[src/rtl/stage_fetch1_pkg.sv]
// Shared definitions for the fetch1 stage.
// Contents:
//   fe1_state_t    - fetch1 FSM state encoding (also exported as a debug port)
//   ecause_t       - exception cause codes shared with later stages
//   fe1_stalls_fe0 - whether fetch1 holds fetch0 in a given state
package stage_fetch1_pkg;

  localparam int PC_W   = 30;
  localparam int INSN_W = 32;

  typedef enum logic [2:0] {
    S_IDLE  = 3'd0,
    S_REQ   = 3'd1,
    S_WAIT  = 3'd2,
    S_HOLD  = 3'd3,
    S_DRAIN = 3'd4
  } fe1_state_t;

  typedef enum logic [3:0] {
    EC_INSN_MISALIGN = 4'd0,
    EC_INSN_FAULT    = 4'd1,
    EC_ILLEGAL       = 4'd2,
    EC_BREAKPOINT    = 4'd3,
    EC_ECALL         = 4'd11
  } ecause_t;

  // Fetch0 must hold while a memory transaction is open or pending, and
  // while decode refuses the item currently held.
  function automatic logic fe1_stalls_fe0(fe1_state_t s, logic de_stall);
    return (s == S_REQ) || (s == S_WAIT) || (s == S_DRAIN) ||
           ((s == S_HOLD) && de_stall);
  endfunction

endpackage

[src/rtl/stage_fetch1_if.sv]
// Signal bundle around the fetch1 stage: fetch0 input side, instruction
// memory request/response port, decode output side and flush controls.
// Modports:
//   master - the fetch1 stage itself
//   slave  - the surrounding pipeline / memory (used by the testbench)
//
// Handshake semantics:
//   fe0_valid / fe1_stall  : a fetch moves from fetch0 when fe0_valid=1 and
//                            fe1_stall=0 at a rising edge (and no flush).
//   ic_req_valid / ready   : a request transfers when both are 1 at an edge;
//                            exactly one ic_resp_valid cycle follows later.
//   fe1_valid / de_stall   : an item is consumed when fe1_valid=1 and
//                            de_stall=0 at an edge (and no flush).
interface stage_fetch1_if;
  import stage_fetch1_pkg::*;

  logic              fe0_valid;
  logic [PC_W-1:0]   fe0_pc;
  logic              fe0_specid;
  logic              fe0_exc;
  logic              fe1_stall;

  logic              ic_req_valid;
  logic              ic_req_ready;
  logic [PC_W-1:0]   ic_req_addr;
  logic              ic_resp_valid;
  logic [INSN_W-1:0] ic_resp_data;
  logic              ic_resp_err;

  logic              fe1_valid;
  logic              de_stall;
  logic              fe1_exc;
  logic [PC_W-1:0]   fe1_pc;
  logic              fe1_specid;
  logic [INSN_W-1:0] fe1_insn;

  logic              de_setpc;
  logic              csr_kill;

  modport master (
    input  fe0_valid, fe0_pc, fe0_specid, fe0_exc,
    input  ic_req_ready, ic_resp_valid, ic_resp_data, ic_resp_err,
    input  de_stall, de_setpc, csr_kill,
    output fe1_stall, ic_req_valid, ic_req_addr,
    output fe1_valid, fe1_exc, fe1_pc, fe1_specid, fe1_insn
  );

  modport slave (
    output fe0_valid, fe0_pc, fe0_specid, fe0_exc,
    output ic_req_ready, ic_resp_valid, ic_resp_data, ic_resp_err,
    output de_stall, de_setpc, csr_kill,
    input  fe1_stall, ic_req_valid, ic_req_addr,
    input  fe1_valid, fe1_exc, fe1_pc, fe1_specid, fe1_insn
  );

endinterface

[src/rtl/stage_fetch1.sv]
// Second fetch stage. Takes a PC/specid from fetch0, issues one word request
// to instruction memory, waits for the response and holds the instruction
// (or the fault) until decode consumes it. A flush (de_setpc | csr_kill)
// discards whatever is in flight; a response still owed by memory after a
// flush is swallowed in DRAIN.
// Ports:
//   clk_core - core clock, all state changes on its rising edge
//   reset    - synchronous active-high reset
//   bus      - stage_fetch1_if.master (fetch0, memory, decode, flush signals)
//   state    - current FSM state, debug visibility
module stage_fetch1
  import stage_fetch1_pkg::*;
(
  input  logic                  clk_core,
  input  logic                  reset,
  stage_fetch1_if.master        bus,
  output fe1_state_t            state
);

  fe1_state_t        state_q, state_d;
  logic              flush, accept;
  logic              load_req, load_fault, load_resp;

  logic              fe1_valid, ic_req_valid, fe1_stall;

  // Request-side copy of the fetch in progress.
  logic [PC_W-1:0]   req_pc_q;
  logic              req_specid_q;

  // Presented item; only rewritten when entering HOLD.
  logic [PC_W-1:0]   out_pc_q;
  logic              out_specid_q;
  logic              out_exc_q;
  logic [INSN_W-1:0] out_insn_q;

  assign flush  = bus.de_setpc | bus.csr_kill;
  // Fetch0 output during a flush cycle is wrong-path, so never take it.
  assign accept = bus.fe0_valid & ~fe1_stall & ~flush;

  // State register
  always_ff @(posedge clk_core) begin
    if (reset) state_q <= S_IDLE;
    else       state_q <= state_d;
  end

  // Next state and datapath load strobes
  always_comb begin
    state_d    = state_q;
    load_req   = 1'b0;
    load_fault = 1'b0;
    load_resp  = 1'b0;
    case (state_q)
      S_IDLE: begin
        if (accept) begin
          if (bus.fe0_exc) begin state_d = S_HOLD; load_fault = 1'b1; end
          else             begin state_d = S_REQ;  load_req   = 1'b1; end
        end
      end
      S_REQ: begin
        // A request accepted in the flush cycle still owes a response.
        if (flush)                 state_d = bus.ic_req_ready ? S_DRAIN : S_IDLE;
        else if (bus.ic_req_ready) state_d = S_WAIT;
      end
      S_WAIT: begin
        if (flush)                  state_d = bus.ic_resp_valid ? S_IDLE : S_DRAIN;
        else if (bus.ic_resp_valid) begin state_d = S_HOLD; load_resp = 1'b1; end
      end
      S_HOLD: begin
        if (flush) state_d = S_IDLE;
        else if (!bus.de_stall) begin
          // Item consumed; a new fetch may be taken in the same cycle.
          if (accept) begin
            if (bus.fe0_exc) begin state_d = S_HOLD; load_fault = 1'b1; end
            else             begin state_d = S_REQ;  load_req   = 1'b1; end
          end else begin
            state_d = S_IDLE;
          end
        end
      end
      S_DRAIN: begin
        if (bus.ic_resp_valid) state_d = S_IDLE;
      end
      default: state_d = S_IDLE;
    endcase
  end

  // Outputs decoded from state
  always_comb begin
    fe1_valid    = (state_q == S_HOLD);
    ic_req_valid = (state_q == S_REQ);
    fe1_stall    = fe1_stalls_fe0(state_q, bus.de_stall);
  end

  // Request and holding registers
  always_ff @(posedge clk_core) begin
    if (reset) begin
      req_pc_q     <= '0;
      req_specid_q <= 1'b0;
      out_pc_q     <= '0;
      out_specid_q <= 1'b0;
      out_exc_q    <= 1'b0;
      out_insn_q   <= '0;
    end else begin
      if (load_req) begin
        req_pc_q     <= bus.fe0_pc;
        req_specid_q <= bus.fe0_specid;
      end
      if (load_fault) begin
        out_pc_q     <= bus.fe0_pc;
        out_specid_q <= bus.fe0_specid;
        out_exc_q    <= 1'b1;
        out_insn_q   <= '0;
      end
      if (load_resp) begin
        out_pc_q     <= req_pc_q;
        out_specid_q <= req_specid_q;
        out_exc_q    <= bus.ic_resp_err;
        out_insn_q   <= bus.ic_resp_err ? '0 : bus.ic_resp_data;
      end
    end
  end

  assign bus.fe1_valid    = fe1_valid;
  assign bus.ic_req_valid = ic_req_valid;
  assign bus.fe1_stall    = fe1_stall;
  assign bus.ic_req_addr  = req_pc_q;
  assign bus.fe1_pc       = out_pc_q;
  assign bus.fe1_specid   = out_specid_q;
  assign bus.fe1_exc      = out_exc_q;
  assign bus.fe1_insn     = out_insn_q;
  assign state            = state_q;

endmodule
[src/flat_wrapper.sv]
// flat-port wrapper written by rule: the top's interface ports become plain ports
module stage_fetch1_flat import stage_fetch1_pkg::*;
  (clk_core, reset, state, bus_fe0_valid, bus_fe0_pc, bus_fe0_specid, bus_fe0_exc, bus_ic_req_ready, bus_ic_resp_valid, bus_ic_resp_data, bus_ic_resp_err, bus_de_stall, bus_de_setpc, bus_csr_kill, bus_fe1_stall, bus_ic_req_valid, bus_ic_req_addr, bus_fe1_valid, bus_fe1_exc, bus_fe1_pc, bus_fe1_specid, bus_fe1_insn);
  stage_fetch1_if bus_i ();
  input  logic clk_core;
  input  logic reset;
  output fe1_state_t state;
  input wire logic [$bits(bus_i.fe0_valid)-1:0] bus_fe0_valid;
  input wire logic [$bits(bus_i.fe0_pc)-1:0] bus_fe0_pc;
  input wire logic [$bits(bus_i.fe0_specid)-1:0] bus_fe0_specid;
  input wire logic [$bits(bus_i.fe0_exc)-1:0] bus_fe0_exc;
  input wire logic [$bits(bus_i.ic_req_ready)-1:0] bus_ic_req_ready;
  input wire logic [$bits(bus_i.ic_resp_valid)-1:0] bus_ic_resp_valid;
  input wire logic [$bits(bus_i.ic_resp_data)-1:0] bus_ic_resp_data;
  input wire logic [$bits(bus_i.ic_resp_err)-1:0] bus_ic_resp_err;
  input wire logic [$bits(bus_i.de_stall)-1:0] bus_de_stall;
  input wire logic [$bits(bus_i.de_setpc)-1:0] bus_de_setpc;
  input wire logic [$bits(bus_i.csr_kill)-1:0] bus_csr_kill;
  output wire logic [$bits(bus_i.fe1_stall)-1:0] bus_fe1_stall;
  output wire logic [$bits(bus_i.ic_req_valid)-1:0] bus_ic_req_valid;
  output wire logic [$bits(bus_i.ic_req_addr)-1:0] bus_ic_req_addr;
  output wire logic [$bits(bus_i.fe1_valid)-1:0] bus_fe1_valid;
  output wire logic [$bits(bus_i.fe1_exc)-1:0] bus_fe1_exc;
  output wire logic [$bits(bus_i.fe1_pc)-1:0] bus_fe1_pc;
  output wire logic [$bits(bus_i.fe1_specid)-1:0] bus_fe1_specid;
  output wire logic [$bits(bus_i.fe1_insn)-1:0] bus_fe1_insn;
  assign bus_i.fe0_valid = bus_fe0_valid;
  assign bus_i.fe0_pc = bus_fe0_pc;
  assign bus_i.fe0_specid = bus_fe0_specid;
  assign bus_i.fe0_exc = bus_fe0_exc;
  assign bus_i.ic_req_ready = bus_ic_req_ready;
  assign bus_i.ic_resp_valid = bus_ic_resp_valid;
  assign bus_i.ic_resp_data = bus_ic_resp_data;
  assign bus_i.ic_resp_err = bus_ic_resp_err;
  assign bus_i.de_stall = bus_de_stall;
  assign bus_i.de_setpc = bus_de_setpc;
  assign bus_i.csr_kill = bus_csr_kill;
  assign bus_fe1_stall = bus_i.fe1_stall;
  assign bus_ic_req_valid = bus_i.ic_req_valid;
  assign bus_ic_req_addr = bus_i.ic_req_addr;
  assign bus_fe1_valid = bus_i.fe1_valid;
  assign bus_fe1_exc = bus_i.fe1_exc;
  assign bus_fe1_pc = bus_i.fe1_pc;
  assign bus_fe1_specid = bus_i.fe1_specid;
  assign bus_fe1_insn = bus_i.fe1_insn;
  stage_fetch1 u_core (.clk_core(clk_core), .reset(reset), .bus(bus_i), .state(state));
endmodule
[config.mk]
export PLATFORM = sky130hd
export DESIGN_NAME = stage_fetch1_flat
export DESIGN_NICKNAME = d
export VERILOG_FILES = /design/src/rtl/stage_fetch1_pkg.sv /design/src/rtl/stage_fetch1_if.sv /design/src/rtl/stage_fetch1.sv /design/src/flat_wrapper.sv
export SDC_FILE = /design/constraint.sdc
export NUM_CORES = 1
export LEC_CHECK = 0
export ABC_AREA = 0
export CAP_MARGIN = 20
export CORE_ASPECT_RATIO = 0.7
export CORE_UTILIZATION = 42
export CTS_BUF_LIST = sky130_fd_sc_hd__clkbuf_16
export DETAILED_ROUTE_END_ITERATION = 10
export HOLD_SLACK_MARGIN = 0.03
export PLACE_DENSITY = 0.81
export SLEW_MARGIN = 20
export SYNTH_ARGS = -nofsm -noshare
export SYNTH_HDL_FRONTEND = slang
export SYNTH_SLANG_ARGS = --single-unit
[constraint.sdc]
create_clock -name clk_core -period 2 [get_ports clk_core]
set_clock_uncertainty 0.05 [all_clocks]
set_input_delay 0.2 -clock clk_core [delete_from_list [all_inputs] [get_ports clk_core]]
set_output_delay 0.2 -clock clk_core [all_outputs]
set_load 0.005 [all_outputs]
Word level (Yosys, flattened, before mapping)
Index checks and enable logic that the tools add are counted.
{"block": "totals", "ff_bits": 98, "input_bits": 73, "output_inout_bits": 100, "word_cells": 63}
{"block": "op_classes", "n_eq_ne": 9, "muxes": 35, "n_bitwise": 5, "n_reduce_logical": 7}
{"op": "32-bit 2-to-1 mux", "n": 3}
{"op": "30-bit 2-to-1 mux", "n": 2}
{"op": "3-bit 2-to-1 mux", "n": 10}
{"op": "1-bit 2-to-1 mux", "n": 15}
{"op": "3-bit one-hot mux with 5 select lines", "n": 1}
{"op": "3-bit by 2-bit != test with 1-bit output, second input constant", "n": 3}
{"op": "3-bit by 2-bit == test with 1-bit output, second input constant", "n": 2}
{"op": "5-bit AND reduction", "n": 1}
{"op": "2-bit 2-to-1 mux", "n": 2}
{"op": "1-bit one-hot mux with 2 select lines", "n": 2}
{"op": "3-bit by 1-bit == test with 1-bit output, second input constant", "n": 1}
{"op": "3-bit == test, second input constant", "n": 1}
{"op": "3-bit logical NOT", "n": 1}
{"op": "1-bit logical OR", "n": 3}
{"op": "1-bit bitwise AND", "n": 2}
{"op": "2-bit by 1-bit != test with 1-bit output, second input constant", "n": 1}
{"op": "2-bit != test, second input constant", "n": 1}
{"op": "1-bit inverter", "n": 2}
{"op": "2-bit nonzero test", "n": 1}
{"op": "1-bit logical AND", "n": 1}
{"op": "1-bit bitwise OR", "n": 1}

Longest topological paths before layout
{"block": "logic_depth", "depth_word": 13, "mapped_depth": 7, "mapped_depth_nobuf": 4}

Worst setup path after synthesis
OpenSTA, ideal clock, no wires.
{"block": "synth_path", "path_type": "register to register", "startpoint": "reg u_core.state_q[0] (netlist: u_core.state[0])", "endpoint": "reg u_core.out_insn_q[10] (netlist: u_core.bus.fe1_insn[10])", "setup_time_ns": 0.117, "arrival_time_ns": 1.558, "t_required_ns": 1.833, "slack_ns": 0.275, "stages_incl_launch_ff": 7, "path_buffers": 2, "period_less_slack_ns": 1.725, "cell_sequence": "dfxtp_1 > buf_2 > or2_4 > a211oi_2 > nor3_1 > buf_2 > a22o_1"}
{"block": "synth_via", "elab_chain_len": 12, "word_cells_on_any_way": 19, "classes_between": "eq/ne: 4; mux: 6; bitwise: 3; reduce/logical: 6"}
{"item": "start: declaration", "line_no": "stage_fetch1.sv:20", "text": "fe1_state_t state_q, state_d;"}
{"item": "start signal: assignment", "line_no": "stage_fetch1.sv:43", "text": "else state_q <= state_d;"}
{"item": "3-bit by 1-bit == test with 1-bit output or 3-bit by 2-bit == test with 1-bit output (tied branches)", "line_no": "stage_fetch1_pkg.sv:30, stage_fetch1.sv:52"}
{"item": "1-bit logical OR (3 in a row)", "line_no": "stage_fetch1_pkg.sv:30", "text": "return (s == S_REQ) || (s == S_WAIT) || (s == S_DRAIN) ||"}
{"item": "1-bit inverter", "line_no": "stage_fetch1.sv:38", "text": "assign accept = bus.fe0_valid & ~fe1_stall & ~flush;"}
{"item": "1-bit bitwise AND (2 in a row)", "line_no": "stage_fetch1.sv:38"}
{"item": "1-bit 2-to-1 mux", "line_no": "stage_fetch1.sv:72", "text": "if (accept) begin"}
{"item": "1-bit 2-to-1 mux", "line_no": "stage_fetch1.sv:70", "text": "else if (!bus.de_stall) begin"}
{"item": "1-bit 2-to-1 mux", "line_no": "stage_fetch1.sv:69", "text": "if (flush) state_d = S_IDLE;"}
{"item": "1-bit one-hot mux with 2 select lines", "line_no": "stage_fetch1.sv:52", "text": "case (state_q)"}
{"item": "2-bit nonzero test (no source line)"}
{"item": "end signal: assignment", "line_no": "stage_fetch1.sv:118", "text": "out_insn_q <= bus.ic_resp_err ? '0 : bus.ic_resp_data;"}
{"item": "end: declaration", "line_no": "stage_fetch1.sv:34", "text": "logic [INSN_W-1:0] out_insn_q;"}
Several ways; a longest one is shown, not always the timed one.
A chain may end at the register's enable or synchronous reset.

Final worst setup path
{"block": "layout_path", "startpoint": "reg u_core.state_q[2] (netlist: u_core.state[2])", "endpoint": "out bus_fe1_valid"}
{"block": "layout_via", "elab_chain_len": 1}
{"item": "3-bit by 2-bit == test with 1-bit output", "line_no": "stage_fetch1.sv:89", "text": "fe1_valid = (state_q == S_HOLD);"}
{"item": "end: declaration", "line_no": "flat_wrapper.sv:22", "text": "output wire logic [$bits(bus_i.fe1_valid)-1:0] bus_fe1_valid;"}
Every way passes these cells.

==> metrics.md <==
| Metric | Value |
|---|---|
| Post-Layout Cell Count | roughly 700 |
| Gate power share | about a quarter |
| ANT cells | 0 |
| First DRT Iteration DRCs | approximately 340 |
| Crit start category | flop |
| Leakage | around 0.0025 uW |
| Share of the synthesized area in the top cell type | approximately 51% |
| Syn-to-layout area delta | 59.29% |
| Mapped Nets | 475 |
| CP delay by family, top | buffers and inverters |
| Syn Inst Count | 402 |
| Post-synthesis sequential area ratio | around half |
| Grt ovf | 0 |
| TritonCTS clock tree | done |
| Root Buffer Master | clkbuf_16 |
| Die area | about 9600 um2 |
| Worst path cell trace | buf_4 > nand2b_2 > nor2_1 > clkdlybuf4s50_1 |
| I/O pins | 173 |
| Commonest non-fill, non-tap cell in the layout | clkdlybuf4s50_1 |
| Synthesized area | about 3900 um2 |
| Vias in the first global route | between 3000 and 4000 |
| Rows | 28 |
| Hold path endpoint | u_core.state[2]$_SDFFE_PP0P_ |
| Starting Density | between 40% and 50% |
| Num CTS Buffers | 9 |
| Sw Share | about a quarter |
| Sequential power share | 41.8% |
| Post-synthesis register bit count | a little under 100 |
| Reg2reg start | u_core.state[0]$_SDFFE_PP0P_ |
| Syn_area_per_cell | 9.611 um2 |
| Commonest cells after routing, fill and taps aside | clkdlybuf4s50_1, dfxtp_1, a21oi_1 |
| R2R depth | 6 |
| Placer Congestion | around 0.87 |
| TritonCTS Sinks | 98 |
| Number of vias per cell | ~5.5 |
| Overall routing resource usage | between 20% and 30% |
| Worst R2R Setup Slack | approximately 0.15 ns |
| WS Path Type | flop to primary output |
| Hold Path Origin | reset |
| Required @ worst endpoint | 1.75 ns |
| Synth area leaders | dfxtp_1, a21oi_1, mux2i_1, a22o_1, nand2_1 |
| Clock group share of total power | roughly 34% |
| Final worst-path cycle share | 96.20% |
| Reg2reg end | u_core.bus.fe1_pc[9]$_SDFFE_PP0P_ |
| Worst path arrival time | 1.67 ns |
| Fin. Hold Viols | 0 |
| Die Span Y | 82.25 um |
| H-tree levels | 3 |
| Initial antenna violation count | 0 |
| Placed wire-length estimate | approximately 8900 um |
| Share of cells above drive strength 1 | roughly a tenth |
| Crit path time final | ~1.9 ns |
| Nets@finish | 650 |
| Core area | roughly 8700 um2 |
| P_int | slightly below 4000 uW |
| Synth Flop Type | dfxtp_1 |
| Worst hold stages | 2 |
| Worst VDD drop | roughly 520 uV |
| Clock latency on the worst-skew pair | between 0.3 and 0.4 ns |
| Final hold slack | approximately 0.25 ns |
| Distinct cells, synth | between 40 and 50 |
| Fmax | around 520 MHz |
| Max transition margin | roughly two thirds |
| Final setup fails | 0 |
| Max incr delay on CP | 0.51 ns |
| Placed instance count | around 680 |
| # fillers | just under 700 |
| Routed wire length | between 10000 and 15000 um |
| Maximum buffer depth of the clock tree | 2 |
| Worst-path clk slew | roughly 0.060 ns |
| Post-synth EDFFs | 0 |
| Wire per inst | between 15 and 20 um |
| DP Worst Slack | -0.1619 ns |
| RSZ-0062 raised after global routing | no |
| Largest net degree at the start of global routing | 33 |
| I/O Buffers | 172 |
| DRT Pass-1 Iters | 5 |
| Worst Setup End Kind | primary output |
| Worst min path class | input pin to flop |
| Final Instance Area | around 6000 um2 |
| First-pass GRT wire length | around 19000 um |
| Net Switching | 1421 uW |
| Area leader, netlist | dfxtp_1 |
| Max Cap Viol | 0 |
| Outcome | completed |
| PD cells | between 800 and 900 nW/um2 |
| Buf/Inv on CP | 2 |
| Critical Path Fanout Max | 7 |
| DRC errors left | 0 |
| Worst Tran Pin Value | around 0.47 ns |
| Post-DP Area | just under 6000 um2 |
| Worst setup margin | about 0.076 ns |
| Max-slew violations | 0 |
| Vias post-DR | ~3800 |
| Slowest cell on the critical path | clkdlybuf4s50_1 |
| Synth warn | 0 |
| Async set-reset flop share out of synthesis | 0% |
| Die W | ~120 um |
| Routed Antenna Nets | 0 |
## kinds of logic after synthesis
kind of cell	share of synthesized area, %
AND/OR/NAND/NOR	10.75
AO/OA/AOI/OAI	25.39
multiplexers	8.031
buffers and inverters	5.051
flip-flops	50.78
## flip-flops by register name, indices dropped and copies added, names as in the netlist
name / count
u_core.bus.fe1_pc: 30
u_core.bus.ic_req_addr: 30
u_core.bus.fe1_specid: 1
u_core.state: 3
u_core.bus.fe1_insn: 32
u_core.req_specid_q: 1
u_core.bus.fe1_exc: 1
## final cells by class
class / instances / area, um2 / area share (%)
Timing Repair Buffer: 201 / 1977 / 32.12
Sequential cell: 98 / 1967 / 31.96
Tap cell: 120 / 150.1 / 2.440
Clock inverter: 7 / 92.59 / 1.504
Multi-Input combinational cell: 263 / 1728 / 28.07
Inverter: 4 / 15.01 / 0.2440
Clock buffer: 9 / 225.2 / 3.659
## worst register-to-register path, stage by stage (launching register included)
cell and delay, ns:
dfxtp_4 0.39, or2_4 0.26, buf_4 0.16, a211oi_4 0.35, or2_1 0.20, buf_4 0.23
a21oi_1 0.10
## Yosys cell counts (4+ instances only)
| cell type | n |
|---|---|
| inv_1 | 4 |
| clkbuf_1 | 15 |
| buf_2 | 14 |
| mux2i_1 | 31 |
| nand2_1 | 62 |
| dfxtp_1 | 98 |
| a22o_1 | 32 |
| buf_4 | 6 |
| a21oi_1 | 64 |
| o31ai_1 | 31 |
| nor2_1 | 5 |
## power by group through the flow
stage,clock network [uW],logic (uW),registers (uW)
final,1830,1270,2230
after global routing,1950,1370,2240
after CTS,1860,1250,2220
after detailed placement,0,1230,2260
after global placement,0,1210,2250
after floorplan,0,578,2230
## worst max-delay path by stage
stage | startpoint | slack (ns) | cells past startpoint | end
global route | u_core.state[0]$_SDFFE_PP0P_ | 0.02 | 6 | u_core.bus.fe1_pc[9]$_SDFFE_PP0P_
detailed placement | bus_csr_kill | -0.16 | 6 | u_core.bus.ic_req_addr[27]$_SDFFE_PP0P_
floorplan | u_core.state[0]$_SDFFE_PP0P_ | 0.28 | 6 | u_core.bus.fe1_insn[10]$_SDFFE_PP0P_
finish | u_core.state[2]$_SDFFE_PP0P_ | 0.08 | 4 | bus_fe1_valid
global placement | bus_de_stall | -0.10 | 6 | u_core.bus.fe1_pc[15]$_SDFFE_PP0P_
CTS | u_core.state[0]$_SDFFE_PP0P_ | 0.03 | 3 | bus_fe1_stall
## metal layers
layer	GRT usage (%)	vias to the layer above	wire, um
li1	-	1814	-
met2	41.48	137	5838
met3	7.664	17	797
met5	0	-	0
met1	33.38	1867	5609
met4	7.089	0	182
## timing repair
action | CTS | global route
buffers inserted | 1 | 1
gates resized for setup | 2 | 4
hold buffers | 0 | 0
pin swaps | 1 | 1
setup endpoints to repair | 7 | 3
## through the flow
| stage | TNS, ns | utilization, % | power, uW |
|---|---|---|---|
| after detailed placement | -8.836 | 66.86 | 3489 |
| after CTS | 0 | 70.65 | 5326 |
| after global placement | -6.440 | 66.86 | 3458 |
| after floorplan | 0 | - | 2805 |
| final | 0 | 70.84 | 5331 |
| after global routing | 0 | 70.84 | 5562 |
Note: power is estimated with default switching activity, not from simulation.
